==> src/rtl/if_stage.sv <==
// Instruction-fetch stage: owns the PC, drives the instruction-memory address, and fills the IF/ID register.
// Defining IFETCH_PERF_CNT_EN adds saturating fetch and stall counters.
module if_stage #(
  parameter int                 PC_W       = 64,
  parameter int                 INSTR_W    = 32,
  parameter logic [INSTR_W-1:0] NOP_INSTR  = 32'h0000_0000,
  parameter logic [INSTR_W-1:0] HALT_INSTR = 32'hFFFF_FFFF,
  parameter int                 CNT_W      = 32
) (
  input  logic               CLK,
  input  logic               resetl,
  input  logic [PC_W-1:0]    startpc,
  input  logic               stall,
  input  logic               redirect,
  input  logic [PC_W-1:0]    redirect_pc,
  output logic [PC_W-1:0]    imem_addr,
  input  logic [INSTR_W-1:0] imem_data,
  output logic [PC_W-1:0]    currentpc,
  output logic [INSTR_W-1:0] ifid_instruction,
  output logic [PC_W-1:0]    ifid_pc,
  output logic               ifid_valid,
`ifdef IFETCH_PERF_CNT_EN
  output logic [CNT_W-1:0]   fetch_count,
  output logic [CNT_W-1:0]   stall_count,
`endif
  output logic               halted
);

  // state  | meaning
  // S_LOAD | first edge after reset: load startpc, IF/ID empty
  // S_RUN  | fetching; redirect > stall > sequential fetch
  // S_HALT | halt word seen; PC frozen until a redirect arrives
  typedef enum logic [1:0] {S_LOAD, S_RUN, S_HALT} state_t;

  state_t               state_q;
  logic [PC_W-1:0]      pc_q;
  logic [INSTR_W-1:0]   ifid_instr_q;
  logic [PC_W-1:0]      ifid_pc_q;
  logic                 ifid_valid_q;
  logic                 halted_q;
  logic [PC_W-1:0]      redir_pc_d;
  logic                 unused_redirect_lsb;

  assign redir_pc_d          = {redirect_pc[PC_W-1:2], 2'b00};
  assign unused_redirect_lsb = ^redirect_pc[1:0];

  always_ff @(posedge CLK or negedge resetl) begin
    if (!resetl) begin
      state_q      <= S_LOAD;
      pc_q         <= '0;
      ifid_instr_q <= NOP_INSTR;
      ifid_pc_q    <= '0;
      ifid_valid_q <= 1'b0;
      halted_q     <= 1'b0;
    end else begin
      case (state_q)
        S_LOAD: begin
          pc_q         <= startpc;
          ifid_instr_q <= NOP_INSTR;
          ifid_pc_q    <= '0;
          ifid_valid_q <= 1'b0;
          state_q      <= S_RUN;
        end
        S_RUN: begin
          if (redirect) begin
            pc_q         <= redir_pc_d;
            ifid_instr_q <= NOP_INSTR;
            ifid_pc_q    <= '0;
            ifid_valid_q <= 1'b0;
          end else if (!stall) begin
            ifid_instr_q <= imem_data;
            ifid_pc_q    <= pc_q;
            ifid_valid_q <= 1'b1;
            // The halt word is kept valid so decode sees it; the PC parks on it.
            if (imem_data == HALT_INSTR) begin
              state_q  <= S_HALT;
              halted_q <= 1'b1;
            end else begin
              pc_q <= pc_q + PC_W'(4);
            end
          end
        end
        S_HALT: begin
          if (redirect) begin
            pc_q         <= redir_pc_d;
            ifid_instr_q <= NOP_INSTR;
            ifid_pc_q    <= '0;
            ifid_valid_q <= 1'b0;
            halted_q     <= 1'b0;
            state_q      <= S_RUN;
          end else if (!stall) begin
            ifid_instr_q <= NOP_INSTR;
            ifid_pc_q    <= '0;
            ifid_valid_q <= 1'b0;
          end
        end
        default: begin
          state_q <= S_LOAD;
        end
      endcase
    end
  end

  assign imem_addr        = pc_q;
  assign currentpc        = pc_q;
  assign ifid_instruction = ifid_instr_q;
  assign ifid_pc          = ifid_pc_q;
  assign ifid_valid       = ifid_valid_q;
  assign halted           = halted_q;

`ifdef IFETCH_PERF_CNT_EN
  logic [CNT_W-1:0] fetch_cnt_q, fetch_cnt_d;
  logic [CNT_W-1:0] stall_cnt_q, stall_cnt_d;
  logic             fetch_inc, stall_inc;

  assign fetch_inc = (state_q == S_RUN) && !redirect && !stall;
  assign stall_inc = (state_q == S_RUN) && !redirect && stall;

  always_comb begin
    fetch_cnt_d = fetch_cnt_q;
    stall_cnt_d = stall_cnt_q;
    if (fetch_inc && !(&fetch_cnt_q)) fetch_cnt_d = fetch_cnt_q + CNT_W'(1);
    if (stall_inc && !(&stall_cnt_q)) stall_cnt_d = stall_cnt_q + CNT_W'(1);
  end

  always_ff @(posedge CLK or negedge resetl) begin
    if (!resetl) begin
      fetch_cnt_q <= '0;
      stall_cnt_q <= '0;
    end else begin
      fetch_cnt_q <= fetch_cnt_d;
      stall_cnt_q <= stall_cnt_d;
    end
  end

  assign fetch_count = fetch_cnt_q;
  assign stall_count = stall_cnt_q;
`endif

endmodule
==> config.mk <==
export PLATFORM = sky130hd
export DESIGN_NAME = if_stage
export DESIGN_NICKNAME = d
export VERILOG_FILES = /design/src/rtl/if_stage.sv
export SDC_FILE = /design/constraint.sdc
export NUM_CORES = 1
export LEC_CHECK = 0
export ABC_AREA = 1
export ABC_CLOCK_PERIOD_IN_PS = 1800
export CORE_MARGIN = 2
export CORE_UTILIZATION = 25
export CTS_CLUSTER_DIAMETER = 120
export CTS_CLUSTER_SIZE = 16
export DETAILED_ROUTE_END_ITERATION = 8
export PLACE_DENSITY_LB_ADDON = 0.05
export SLEW_MARGIN = 20
export SYNTH_ARGS = -nofsm -noshare
export SYNTH_HDL_FRONTEND = slang
export SYNTH_SLANG_ARGS = --single-unit
==> constraint.sdc <==
create_clock -name CLK -period 1.8 [get_ports CLK]
set_input_delay 0.36 -clock CLK [delete_from_list [all_inputs] [get_ports CLK]]
set_output_delay 0.36 -clock CLK [all_outputs]
set_load 0.03 [all_outputs]
* Yosys cells after proc, flatten, opt, wreduce, memory -nomap -nowiden
Index checks and enable logic that the tools add are counted.
Word-level totals: input port bits 164, register bits 164
Cells by class: mux-type cells 30, reduce and logical (&&, ||, !) cells 7, add/subtract/negate cells 1, equal/unequal tests 10
Operators by type and width (number):
- $mux 64 | 8
- $pmux 64 s3 | 2
- $mux 32 | 4
- $pmux 32 s3 | 1
- $add 64x3->64 const B | 1
- $eq 32x32->1 const B | 1
- $ne 3x3->1 const B | 3
- $mux 1 | 8
- $mux 2 | 4
- $ne 2x2->1 const B | 4
- $reduce_and 4->1 | 2
- $pmux 2 s3 | 1
- $reduce_and 5->1 | 1
- $pmux 1 s3 | 1
- $reduce_and 3->1 | 1
- $reduce_bool 3->1 | 1
- $eq 2x1->1 const B | 1
- $eq 2x2->1 const B | 1
- $logic_not 2->1 | 1
- $pmux 1 s2 | 1
- $reduce_bool 2->1 | 1

* Longest topological paths before layout
Gate-level depths: netlist (run 1).
word-level depth 5, depth in mapped cells 13

* Worst setup path after synthesis (run 1)
Ideal clock, no wire load.
path type register to register, start point reg pc_q[3], in the netlist currentpc[3], end point reg pc_q[46], in the netlist currentpc[46], library setup time 0.117 ns, data required time 1.683 ns, slack -0.157 ns, path buffers 0, stages on the path, launching flop included 13, data arrival time 1.840 ns, cells stage by stage dfrtp_1 -> ha_1 -> nand2_2 -> nor2_4 -> nand2_2 -> nor2_4 -> nand2_2 -> nor2_4 -> nand3_1 -> o21ai_1 -> nand2_1 -> nand2_1 -> nand2_1
On the way: longest elaborated chain between the ends 5
RTL lines:
- from (decl) | RTL line 36 | logic [PC_W-1:0] pc_q;
- from (signal assigned) | RTL line 58 | pc_q <= startpc;
- from (signal assigned) | RTL line 66 | pc_q <= redir_pc_d;
- from (signal assigned) | RTL line 79 | pc_q <= pc_q + PC_W'(4);
- $add 64x3->64 | RTL line 79
- $mux 64 | RTL line 75 | if (imem_data == HALT_INSTR) begin
- $mux 64 | RTL line 70 | end else if (!stall) begin
- $mux 64 | RTL line 65 | if (redirect) begin
- $pmux 64 s3 | RTL line 56 | case (state_q)
No other way between the ends. The select of a mux whose other input is x is not followed. A chain may end at the register's enable or synchronous reset.

* Worst setup path in the final report (run 1)
start point reg pc_q[2], in the netlist currentpc[2], end point reg pc_q[58], in the netlist currentpc[58]
The elaborated chain is that of the path after synthesis.

==> run summary, run 1 <==
Status: finished with violations
Failing checks: negative setup slack
DR iter-0 viols: 756
R2R Path End: currentpc[58]$_DFFE_PN0P_
Number of global-route vias before repair: 12900
CTS Buf Count: 17
Leakage power: 9.09 nW
Setup crit start: currentpc[2]$_DFFE_PN0P_
H-tree levels: 4
Post-synth cell types: 34
Initial antenna violation count: 2
VDD IR-drop max: 0.000968 V
CORE AREA: 0.0406 mm^2
Vias: 13000
Drc violations: 0
I/O Buffers: 387
Post-synthesis sequential area ratio: 40.0%
Gpl congestion: 0.893
Syn Area/Cell: 6.85 um^2
Worst-Skew Late Latency: 460 ps
Fmax: 513 MHz
Initial Util: 25.3%
WS Path Type: reg2reg
Setup Skew: 16.1 ps
Tmin final: 1950 ps
Total Power: 37.2 mW
RSZ-0062 raised after global routing: yes
CTS tree: done
Post-Route Utilization: 49.1%
Critical-path top delay cell: dfrtp_2
First drt pass iteration count: 5
Syn-to-layout area delta: 94.5%
Root Buffer Master: clkbuf_16
Pin slew with the least headroom to its limit: 509 ps
WHS: 355 ps
CP max FO: 5
Post-Syn Area: 0.0103 mm^2
Non-filler cells, final: 2690
I/O pin count: 390
P per Cell Area: 1860 mW/mm^2
First-pass GRT wire length: 82600 um
Maxcap violations: 0
Post-synth top area cell: dfrtp_1
Row count: 74
Synthesized instance count: 1499
Pin count of the biggest net entering global routing: 52
Final hold vios: 0
Slowest stage delay, CP: 420 ps
Worst Setup EP: currentpc[58]$_DFFE_PN0P_
Post-synth top area share: 40.0%
Final setup TNS: -7430 ps
DP Wirelength: 40100 um
Die H: 207 um
Post-Route WL: 58000 um
DRT antenna net count: 0
R2r setup slk: -150 ps
CTS Sinks: 164
CP endpoint kind: register
WL/cell: 21.6 um
Clk buf depth: 2
Share of cells above drive strength 1: 38.4%
Final max-slew violation count: 0
Stages on the worst setup path: 13
Req. time, crit path: 2150 ps
Rel. slew slack: 66.0%
Tcrit/Tclk final: 108%
FF-to-FF Start: currentpc[2]$_DFFE_PN0P_
CP bufs+invs: 2
#FFs+latches synth: 164
Synth warn: 0
Finish-stage setup viols: 132
Worst EP arrival: 2300 ps
CP delay by family, top: simple AND/OR/NAND/NOR gates
Crit-path cells: ha_4 -> nand2_4 -> nor2_4 -> nand2_2 -> nor2_4 -> buf_6 -> nand3_4 -> inv_4 -> nand4_1 -> nand2_1 -> nand2_1 -> nand2_1 -> nand2_1
Final #Nets: 2315
Placed cell count: 2541
R2R depth: 13
Grt ovf: 0
Die span in x: 207 um
Worst setup margin: -148 ps
CTS clk-pin slew, worst paths: 70 ps
Die footprint: 0.0427 mm^2
Largest cells by area after synthesis: dfrtp_1 40%, nand2_1 13%, inv_1 7.1%
Post-Syn Nets: 1668
All-Layer GR Usage: 26.7%
Cell mode on critical path: nand2_1
Vias per inst: 4.82
Min-Delay Path Class: in2async
Worst setup SP type: register
==> cells in the final DEF, fill, tap and decap left out, types with 7 or more instances in the layout <==
master,instances
nor3_1,7
nand2_4,19
o21ai_0,34
clkdlybuf4s15_1,18
buf_2,9
buf_16,20
buf_12,51
inv_1,183
buf_8,8
nand3_1,68
dfrtp_1,150
clkdlybuf4s50_1,160
nand4_1,12
nor2_4,44
o21ai_1,64
clkdlybuf4s15_2,18
dfrtp_2,14
inv_2,10
a21oi_2,23
o211ai_1,16
o22ai_4,10
dlygate4sd2_1,129
nand3_2,28
buf_4,249
clkbuf_16,19
a21oi_1,57
or2_2,9
nor2_1,133
clkbuf_2,43
nor2_2,32
buf_6,46
o21ai_2,23
nand2_1,282
nand3_4,13
nand2_2,61
o22ai_2,44
==> flip-flops by register name, indices dropped and copies added, names as in the netlist <==
signal            cells
ifid_valid            1
state_q               2
halted                1
currentpc            64
ifid_instruction     32
ifid_pc              64
==> per-stage QoR <==
| step | instance area [um^2] | worst slack, ps |
|---|---|---|
| after floorplan | 10300 | 13.6 |
| after global placement | 16200 | -429 |
| after detailed placement | 16200 | -435 |
| after CTS | 19300 | -154 |
| after global routing | 20000 | -226 |
| final | 20000 | -148 |
==> worst register-to-register path, cell delays in order, from the launching register on <==
cell     delay, ps
dfrtp_2        420
ha_4           200
nand2_4         70
nor2_4         110
nand2_2        100
nor2_4         200
buf_6          130
nand3_4        110
inv_4          130
nand4_1         90
nand2_1        120
nand2_1         60
nand2_1         50
nand2_1         40
==> cell type report <==
class	count	area, um^2
Tap cell	532	666
Clock buffer	21	460
Inverter	198	758
Multi-Input combinational cell	1011	6350
Sequential cell	164	4120
Antenna cell	1	2.50
Timing Repair Buffer	754	7510
Fill cell	4086	20700
Clock inverter	9	108
==> how the worst min path moves through the flow <==
stage                start  cells past startpoint                                to  slack, ps
floorplan           resetl                      0          currentpc[0]$_DFFE_PN0P_         60
global placement    resetl                      1  ifid_instruction[19]$_DFFE_PN0P_        270
detailed placement  resetl                      1  ifid_instruction[19]$_DFFE_PN0P_        270
CTS                 resetl                      2  ifid_instruction[25]$_DFFE_PN0P_        350
global route        resetl                      2  ifid_instruction[25]$_DFFE_PN0P_        370
finish              resetl                      2  ifid_instruction[19]$_DFFE_PN0P_        360
==> synth_stat cells <==
cell type    n
buf_4       65
o21bai_4     1
inv_2        3
nor2_2      10
or2_2        9
a31oi_1      1
buf_1        5
a22oi_1      1
nand4_1     12
o21ai_0     97
buf_2       26
nand2_1    359
a21oi_2      1
clkbuf_1    30
a21boi_0     1
o31ai_1      2
nand3_2      2
nor3_4       1
o22ai_1     60
a21oi_1     82
nor3_1       8
a211oi_1     1
inv_1      195
dfrtp_1    164
nand3b_1     1
nor2_4       6
a221oi_1     2
nor2_1     193
nand2_2      6
o21ai_1     24
and2_1       3
nand3_1    107
o211ai_1    16
ha_1         5
==> logic make-up after synthesis <==
kind of cell / count (synthesis) / synth area share, %
adder cells (fa/ha/maj): 5 / 0.609
buffers and inverters: 324 / 14.5
flip-flops: 164 / 40.0
AND/OR/NAND/NOR: 717 / 29.3
AO/OA/AOI/OAI: 289 / 15.6
==> per-layer routing <==
metal | share of wire [%] | track usage (%) | vias up
li1 | - | - | 6081
met1 | 44 | 35.7 | 6326
met2 | 47 | 43.4 | 478
met3 | 6.9 | 5.49 | 73
met4 | 2.3 | 7.81 | 2
met5 | 0.019 | 0 | -
==> power breakdown <==
| part | total [mW] | internal (mW) | switching [mW] | leakage, nW |
|---|---|---|---|---|
| clock | 3.79 | 2.10 | 1.69 | 0.275 |
| combinational | 27.1 | 11.3 | 15.8 | 6.68 |
| sequential | 6.32 | 5.02 | 1.30 | 2.14 |
==> what timing repair did <==
item,4_1_cts,5_1_grt
hold endpoints to repair,22,0
setup endpoints to repair,376,223
gates cloned,30,2
hold buffers,1,0
pin swaps,69,100
buffers inserted,68,38
resized for setup,661,328
(Power assumes the default switching activity.)
==> run 2: changes to the inputs <==
CTS_CLUSTER_SIZE = 20   (was 16)
TNS_END_PERCENT = 30   (was default)
==> run 2 against run 1 <==
  * The run still ends with negative setup slack left
  * Die area stayed put
  * Worst hold slack about the same
  * Non-clock buffer count fell by 32
  * Combinational power fell by 11%
  * Flip-flop and latch count unchanged
  * First-iteration DRC count rose by 7.7%
  * Cell area fell by 4.3%
  * Power shrank 8.0%
  * Sequential share of layout area up 0.91 points
  * Critical endpoint is now ifid_pc[42]$_DFFE_PN0P_
==> run summary, run 2 (same netlist as run 1, synthesis figures left out) <==
Rel. slew slack: 71.3% (was 66.0%)
Finish-stage setup viols: 156 (was 132)
First-pass GRT wire length: 77500 um (was 82600 um)
Die footprint: 0.0427 mm^2 (unchanged)
WS Path Type: reg2reg (unchanged)
Fmax: 512 MHz (was 513 MHz)
Vias per inst: 4.76 (was 4.82)
Die H: 207 um (unchanged)
Non-filler cells, final: 2659 (was 2690)
CP endpoint kind: register (unchanged)
I/O Buffers: 387 (unchanged)
Die span in x: 207 um (unchanged)
VDD IR-drop max: 0.000969 V (was 0.000968 V)
Number of global-route vias before repair: 12300 (was 12900)
Drc violations: 0 (unchanged)
RSZ-0062 raised after global routing: yes (unchanged)
I/O pin count: 390 (unchanged)
Gpl congestion: 0.893 (unchanged)
P per Cell Area: 1790 mW/mm^2 (was 1860 mW/mm^2)
Fill cells: 4114 (was 4086)
DR iter-0 viols: 814 (was 756)
Crit-path cells: inv_2 -> ha_4 -> inv_4 -> nor2_4 -> buf_12 -> nor3_4 -> o21bai_4 -> buf_6 -> buf_12 -> clkbuf_16 -> o22ai_1 (was ha_4 -> nand2_4 -> nor2_4 -> nand2_2 -> nor2_4 -> buf_6 -> nand3_4 -> inv_4 -> nand4_1 -> nand2_1 -> nand2_1 -> nand2_1 -> nand2_1)
Critical-path top delay cell: dfrtp_1 (was dfrtp_2)
WL/cell: 21.0 um (was 21.6 um)
Worst EP arrival: 2330 ps (was 2300 ps)
DP Worst Slack: -435 ps (unchanged)
Final setup TNS: -10690 ps (was -7430 ps)
Pin count of the biggest net entering global routing: 52 (unchanged)
Status: finished with violations (unchanged)
DP Wirelength: 40100 um (unchanged)
CTS Buf Count: 17 (unchanged)
Worst-Skew Late Latency: 460 ps (about the same)
Worst setup SP type: register (unchanged)
Leakage power: 8.78 nW (was 9.09 nW)
Root Buffer Master: clkbuf_16 (unchanged)
Req. time, crit path: 2180 ps (was 2150 ps)
Cell mode on critical path: buf_12 (was nand2_1)
Placed cell count: 2541 (unchanged)
First drt pass iteration count: 6 (was 5)
Initial antenna violation count: 2 (unchanged)
Tcrit/Tclk final: 109% (was 108%)
Post-Route WL: 55900 um (was 58000 um)
H-tree levels: 4 (unchanged)
Clk buf depth: 2 (unchanged)
Row count: 74 (unchanged)
Slowest stage delay, CP: 410 ps (was 420 ps)
CP max FO: 8 (was 5)
Vias: 12700 (was 13000)
CORE AREA: 0.0406 mm^2 (unchanged)
Maxcap violations: 0 (unchanged)
Commonest non-fill, non-tap cell in the layout: nand2_1 (unchanged)
All-Layer GR Usage: 24.8% (was 26.7%)
CTS tree: done (unchanged)
Worst setup margin: -154 ps (was -148 ps)
Share of cells above drive strength 1: 33.9% (was 38.4%)
Pin slew with the least headroom to its limit: 432 ps (was 509 ps)
DRT antenna net count: 0 (unchanged)
Final max-slew violation count: 0 (unchanged)
Grt ovf: 0 (unchanged)
Most frequent cells in the layout: 313 x nand2_1, 246 x buf_4, 183 x inv_1 (was 282 x nand2_1, 249 x buf_4, 183 x inv_1)
Failing checks: negative setup slack (unchanged)
CTS Sinks: 164 (unchanged)
Syn-to-layout area delta: 86.1% (was 94.5%)
Setup Skew: 16.5 ps (was 16.1 ps)
Final hold vios: 0 (unchanged)
Min-Delay Path Class: in2async (unchanged)
CTS clk-pin slew, worst paths: 80 ps (was 70 ps)
Final #Nets: 2283 (was 2315)
Tmin final: 1950 ps (about the same)
Initial Util: 25.3% (unchanged)
==> run 2: cell count changes in the layout (fill, tap and decap cells not counted), sizes merged <==
cell	delta
clkbuf	+9
diode	+1
buf	-54
clkdlybuf4s15	+11
dlygate4sd2	+2
==> run 2: layout make-up <==
cell class,instances,area (um^2),area share [%]
Sequential cell,164,4120,21.5
Antenna cell,2,5.00,0.0262
Clock buffer,21,460,2.41
Clock inverter,9,108,0.563
Inverter,198,758,3.97
Multi-Input combinational cell,1011,5940,31.1
Timing Repair Buffer,722,7050,36.9
Tap cell,532,666,3.48
==> run 2: layer usage <==
metal	part of all wire [%]	up-vias	track usage (%)
met1	45	6093	34.2
met2	46	473	39.8
met3	6.7	71	4.51
li1	-	6014	-
met5	0	-	0
met4	2.5	0	6.66
==> run 2: path summary, 6_finish.rpt <==
| check | start | end | slack (ps) | cells after the start |
|---|---|---|---|---|
| setup / recovery | state_q[1]$_DFFE_PN0P_ | ifid_pc[42]$_DFFE_PN0P_ | -150 | 11 |
| hold / removal | resetl | ifid_instruction[19]$_DFFE_PN0P_ | 350 | 2 |
| setup reg to reg | state_q[1]$_DFFE_PN0P_ | ifid_pc[42]$_DFFE_PN0P_ | -150 | 11 |
| hold reg to reg | ifid_instruction[5]$_DFFE_PN0P_ | ifid_instruction[5]$_DFFE_PN0P_ | 520 | 2 |
| max in group asynchronous | resetl | currentpc[53]$_DFFE_PN0P_ | 750 | 3 |
| min in group CLK | startpc[1] | currentpc[1]$_DFFE_PN0P_ | 480 | 3 |
==> run 2: where the power goes <==
part,switching (mW),internal (mW)
clock,1.67,2.10
combinational,14.5,9.66
sequential,1.27,5.01
total,17.5,16.8
==> run 2: per-stage QoR <==
step	area (um^2)	power [mW]	hold WS (ps)	util, %
floorplan	10300	17.9	64.4	-
global placement	16200	27.0	267	39.9
detailed placement	16200	27.1	268	39.9
CTS	17700	32.2	355	43.5
global route	19100	36.4	373	47.0
finish	19100	34.3	355	47.0
==> run 2: what timing repair did <==
item / in CTS / in global routing
buffers inserted: 35 / 29
cloned: 8 / 18
pin swaps: 32 / 51
endpoints found under the hold margin: 22 / 0
hold buffers: 1 / 0
gates resized for setup: 460 / 356
endpoints found under the setup margin: 376 / 217
==> run 2: critical path: cells and delay by family, from the launching register on <==
family                   cells  cell delay, ps
adder cells (fa/ha/maj)      1             160
flip-flops                   1             410
AO/OA/AOI/OAI                2             390
AND/OR/NAND/NOR              2             150
buffers and inverters        6             740
==> run 3: changes to the inputs <==
CTS_CLUSTER_DIAMETER = 200   (was 120)
==> results of run 3 <==
Final layout, timing and power as in run 2 (identical DEF).
